===== config.mk =====
export PLATFORM = sky130hd
export DESIGN_NAME = cla_sum_decoder
export DESIGN_NICKNAME = d
export VERILOG_FILES = /design/src/rtl/cla_sum_decoder.sv
export SDC_FILE = /design/constraint.sdc
export NUM_CORES = 1
export LEC_CHECK = 0
export ABC_AREA = 0
export CORE_ASPECT_RATIO = 0.6
export CORE_MARGIN = 2
export CORE_UTILIZATION = 40
export CTS_CLUSTER_DIAMETER = 50
export DETAILED_ROUTE_END_ITERATION = 10
export SETUP_SLACK_MARGIN = 0.5
export SKIP_CTS_REPAIR_TIMING = 1
export SYNTH_ARGS = -nofsm -noshare
export SYNTH_HDL_FRONTEND = slang
export SYNTH_SLANG_ARGS = --single-unit

===== constraint.sdc =====
create_clock -name clk -period 1.87 [get_ports clk]
set_clock_uncertainty 0.2 [all_clocks]
set_input_delay 0.561 -clock clk [delete_from_list [all_inputs] [get_ports clk]]
set_output_delay 0.561 -clock clk [all_outputs]
set_load 0.005 [all_outputs]

===== src/rtl/cla_sum_decoder.sv =====
// cla_sum_decoder: recovers b = s - a - c_in through a two-stage borrow-lookahead pipeline
//   clk, rst               clock, synchronous active-high reset
//   in_valid/in_ready      input handshake for s, a, c_in
//   s, a, c_in             sum word, known operand, known carry-in
//   out_valid/out_ready    output handshake for b, range_err
//   b, range_err           recovered operand, sum unreachable from a/c_in
//   err_cnt                saturating count of transferred outputs with range_err
module cla_sum_decoder #(
  parameter int NBIT = 7,
  parameter int ERR_CNT_W = 8
) (
  input  logic                 clk,
  input  logic                 rst,
  input  logic                 in_valid,
  output logic                 in_ready,
  input  logic [NBIT:0]        s,
  input  logic [NBIT-1:0]      a,
  input  logic                 c_in,
  output logic                 out_valid,
  input  logic                 out_ready,
  output logic [NBIT-1:0]      b,
  output logic                 range_err,
  output logic [ERR_CNT_W-1:0] err_cnt
);
  logic v1, v2, c1, adv2, load1, t, u;
  logic [NBIT:0] a_ext, g1, p1, x1;
  logic [NBIT+1:0] bw, d;
  assign a_ext = {1'b0, a};
  assign in_ready = !v1 || !v2 || out_ready;
  assign load1 = in_valid && in_ready;
  assign adv2 = v1 && (!v2 || out_ready);
  assign out_valid = v2;
  // Each borrow is a flat sum of generate terms gated by the propagates above them,
  // so no borrow depends on a previously computed borrow.
  always_comb begin
    bw = '0;
    t = 1'b0;
    u = 1'b0;
    bw[0] = c1;
    for (int i = 0; i <= NBIT; i++) begin
      t = c1;
      for (int k = 0; k <= i; k++) t = t & p1[k];
      for (int j = 0; j <= i; j++) begin
        u = g1[j];
        for (int k = j + 1; k <= i; k++) u = u & p1[k];
        t = t | u;
      end
      bw[i+1] = t;
    end
    d = {bw[NBIT+1], x1 ^ bw[NBIT:0]};
  end
  always_ff @(posedge clk) begin
    if (rst) begin
      v1 <= 1'b0;
      v2 <= 1'b0;
      c1 <= 1'b0;
      g1 <= '0;
      p1 <= '0;
      x1 <= '0;
      b <= '0;
      range_err <= 1'b0;
      err_cnt <= '0;
    end else begin
      if (load1) begin
        g1 <= ~s & a_ext;
        p1 <= ~(s ^ a_ext);
        x1 <= s ^ a_ext;
        c1 <= c_in;
      end
      v1 <= load1 || (v1 && !adv2);
      if (adv2) begin
        b <= d[NBIT-1:0];
        range_err <= d[NBIT+1] | d[NBIT];
      end
      v2 <= adv2 || (v2 && !out_ready);
      if (v2 && out_ready && range_err && !(&err_cnt)) err_cnt <= err_cnt + 1'b1;
    end
  end
endmodule


Word level (Yosys, flattened, before mapping)
Cells that the tools add are included.
W data, S select, Z words.
{"block": "classes", "n_bitwise": 78, "n_reduce_logical": 18, "add_sub_neg": 1}
{"op": "$or A1 B1 Y1", "count": 37}
{"op": "$and A1 B1 Y1", "count": 36}
{"op": "$not A8 Y8", "count": 2}
{"op": "$add A8 B1 Y8 const B", "count": 1}
{"op": "$and A8 B7 Y8", "count": 1}
{"op": "$reduce_and A8 Y1", "count": 1}
{"op": "$xor A8 B7 Y8", "count": 1}
{"op": "$xor A8 B8 Y8", "count": 1}
{"op": "$logic_and A1 B1 Y1", "count": 7}
{"op": "$logic_not A1 Y1", "count": 5}
{"op": "$logic_or A1 B1 Y1", "count": 5}
{"block": "totals", "wordCells": 106, "reg_bits": 43}

Logic depth before layout (Yosys ltp)
{"block": "logic_depth", "ltp_word": 17, "ltp_mapped": 7, "depth_no_buf": 5}

Worst setup path before layout
Ideal clock, no wire load.
{"block": "synth_path", "path_type": "in2reg", "startpoint": "in out_ready", "endpoint": "reg x1[3]", "setup_ns": 0.086, "slack_ns": 0.024, "required_ns": 1.584, "arrival_time_ns": 1.560, "stages": 6, "cell_sequence": "and2b_1 > nand2_1 > and2_1 > buf_2 > buf_2 > a211oi_1"}
{"block": "synth_between", "elab_chain_cells": 2}
{"item": "from (decl)", "line_no": "20", "rtl": "input logic out_ready,"}
{"item": "$logic_or A1 B1 Y1", "line_no": "29", "rtl": "assign in_ready = !v1 || !v2 || out_ready;"}
{"item": "via in_ready", "line_no": "15", "rtl": "output logic in_ready,"}
{"item": "$logic_and A1 B1 Y1", "line_no": "30", "rtl": "assign load1 = in_valid && in_ready;"}
{"item": "to (signal assigned)", "line_no": "67", "rtl": "x1 <= s ^ a_ext;"}
{"item": "to (decl)", "line_no": "26", "rtl": "logic [NBIT:0] a_ext, g1, p1, x1;"}
The timed path passes the listed nets, and every way through them passes these cells.
A chain may end at the register's enable or synchronous reset.

Final worst setup path
{"block": "layout_path", "startpoint": "in out_ready", "endpoint": "out in_ready"}
{"block": "layout_between", "elab_chain_cells": 1}
{"item": "$logic_or A1 B1 Y1", "line_no": "29"}
{"item": "to (decl)", "line_no": "15"}
Every way passes these cells.

==> impl_metrics.py <==
metrics = {
    "floorplan": {
        "die_w_um": 92.43,
        "start_util": 0.4133,
        "die-area_um2": 5274,
        "ios": 38,
        "core-area_um2": 4541,
        "die_h_um": 57.06,
        "rows": 19,
    },
    "sta": {
        "fin_crit_ns": 1.785,
        "timing.slew.headroom": 0.7451,
        "maxSlewViolCount": 0,
        "setup_violations": 0,
        "final.period_utilization": 0.9546,
        "hold_viol_final": 0,
        "rsz0062_at_grt": "yes",
        "worst_hold_slack_ns": 0.2618,
        "worst_pin_slew_ns": 0.3815,
        "max_freq_mhz": 560.2,
        "worst_slack_ns": 0.08494,
    },
    "synth": {
        "syn-instance-count": 222,
        "syn-num-nets": 250,
        "yosysWarnings": 0,
        "synthMuxAreaShare": 0.005333,
        "synthArstFlopShare": 0,
        "synth.top_cell.area_share": 0.4480,
        "ys_seq_elements": 42,
        "ys_seq_area_frac": 0.4480,
        "synth_compound_area_frac": 0.1627,
        "yosysTopAreaCell": "dfxtp_1",
        "synthTopCellsByArea": "dfxtp_1 45%, nand2_1 8.8%, a21oi_1 6.9%, ha_1 5.3%, nor2_1 3.8%",
        "synth_edf_count": 0,
        "synth_cell_types": 40,
        "synth_top_family_by_area": "simple AND/OR/NAND/NOR gates",
        "synthXorXnorAreaFrac": 0.04667,
        "synth_most_common_cell": "nand2_1",
        "synthAdderAreaFrac": 0.05333,
        "syn_area_um2": 1877,
        "synth_simple_gate_area_frac": 0.2433,
        "synth_top_flop_cell": "dfxtp_1",
        "syn_area_per_cell_um2": 8.454,
        "synth_commonest_cells": "44 x nand2_1, 42 x dfxtp_1, 26 x a21oi_1, 19 x nor2_1",
    },
    "route": {
        "num_vias": 1767,
        "ant_nets": 0,
        "drt_pass1_iterations": 4,
        "drc": 0,
        "vias_per_cell": 4.895,
        "wire_per_inst_um": 13.43,
        "drt_iter0_drc": 73,
        "wirelength_um": 4850,
    },
    "grt": {
        "grt_overflow": 0,
        "track_usage": 0.1631,
        "grt_antenna_before_repair": 0,
        "grt_max_degree": 21,
        "grt_pass1_wl_um": 6713,
        "grt_pass1_vias": 1426,
    },
    "cts": {
        "cts-root-buf": "clkbuf_8",
        "tritoncts": "yes",
        "clk-insertion-delay-late_ns": 0.29,
        "cts_buffers": 5,
        "clock_path_buffers": 2,
        "cts_sinks": 42,
        "htree_levels": 2,
        "clk_pin_slew_ns": 0.08,
    },
    "placed_design": {
        "portBuffers": 37,
        "gp_congestion": 0.8349,
        "placedCellCount": 337,
        "place_ws_ns": -0.7238,
        "dp_hpwl_um": 3105,
    },
    "finish": {
        "instances_no_fill": 361,
        "nets": 325,
        "antennaDiodeCount": 0,
        "n_fill_cell": 362,
        "utilization": 0.6622,
        "area_growth_pct": 60.20,
        "layout-drive-gt1-share": 0.4027,
    },
    "power_and_ir_drop": {
        "p_per_area_nw_per_um2": 668.6,
        "ir_drop_mv": 0.5410,
        "p_leak_nw": 1.242,
        "design_power_total_mw": 2.010,
    },
    "critical_path": {
        "crit_fanout": 2,
        "required_ns": 1.11,
        "path_class": "input port to output port",
        "worst_setup_path_start_kind": "input port",
        "endpoint_kind": "output port",
        "cp.arrival_ns": 1.02,
    },
    "worst_hold_path": {
        "hold_class": "register to register",
    },
    "status": {
        "outcome": "completed",
    },
    "run": {
        "max_cap_violations": 0,
    },
}
## registers in the layout (all words and copies together), names as in the netlist
signal     count
c1             1
err_cnt        8
g1             7
b              7
range_err      1
x1             8
out_valid      1
v1             1
p1             8
## kinds of logic (layout without fill, tap and decap cells)
group / Yosys count / after routing
AND/OR/NAND/NOR: 96 / 97
AO/OA/AOI/OAI: 46 / 46
flip-flops: 42 / 42
buffers and inverters: 19 / 94
XOR/XNOR: 10 / 10
adder cells (fa/ha/maj): 8 / 8
multiplexers: 1 / 1
## per-stage QoR
| stage | cell area, um^2 | TNS (ns) |
|---|---|---|
| floorplan | 1988 | 0 |
| global placement | 2574 | -15.27 |
| detailed placement | 2574 | -15.90 |
| CTS | 2684 | -5.168 |
| global route | 3007 | 0 |
| finish | 3007 | 0 |
## routing by layer
metal / wire [um] / GRT usage / vias to the layer above
li1: - / - / 907
met1: 2495 / 0.2444 / 819
met2: 2087 / 0.2346 / 39
met3: 252 / 0.04359 / 2
met4: 15 / 0.03838 / 0
met5: 0 / 0 / -
## cell type report
type / instances / area (um^2) / share of cell area
Inverter: 7 / 26.28 / 0.008739
Tap cell: 63 / 78.83 / 0.02622
Multi-Input combinational cell: 162 / 1214 / 0.4037
Clock inverter: 2 / 37.54 / 0.01248
Timing Repair Buffer: 79 / 711.9 / 0.2368
Sequential cell: 42 / 865.8 / 0.2880
Clock buffer: 6 / 72.57 / 0.02414
## final timing paths
check	to	depth (start not counted)	slack [ns]	startpoint
hold reg to reg	p1[7]	2	0.26	p1[7]
hold / removal	p1[7]	2	0.26	p1[7]
setup / recovery	in_ready	4	0.08	out_ready
setup reg to reg	range_err	5	0.12	p1[3]
## critical path, stage by stage
cell,delay (ns)
buf_6,0.09
and2b_2,0.21
nand2_2,0.05
clkbuf_2,0.11
## cell usage in the layout (no fill, tap or decap), drive strengths merged, types with 7 or more instances in the layout
cell,n
nand3b,7
a21oi,27
buf,45
clkbuf,22
nand2,44
dfxtp,42
ha,8
clkdlybuf4s50,16
inv,7
nor2,19
## report_power, final
group          internal, mW  total (mW)  switching (mW)
logic                 0.184       0.328           0.144
registers             0.938       0.971          0.0331
clock network         0.398       0.711           0.313
Power figures use the tool's default switching activity.
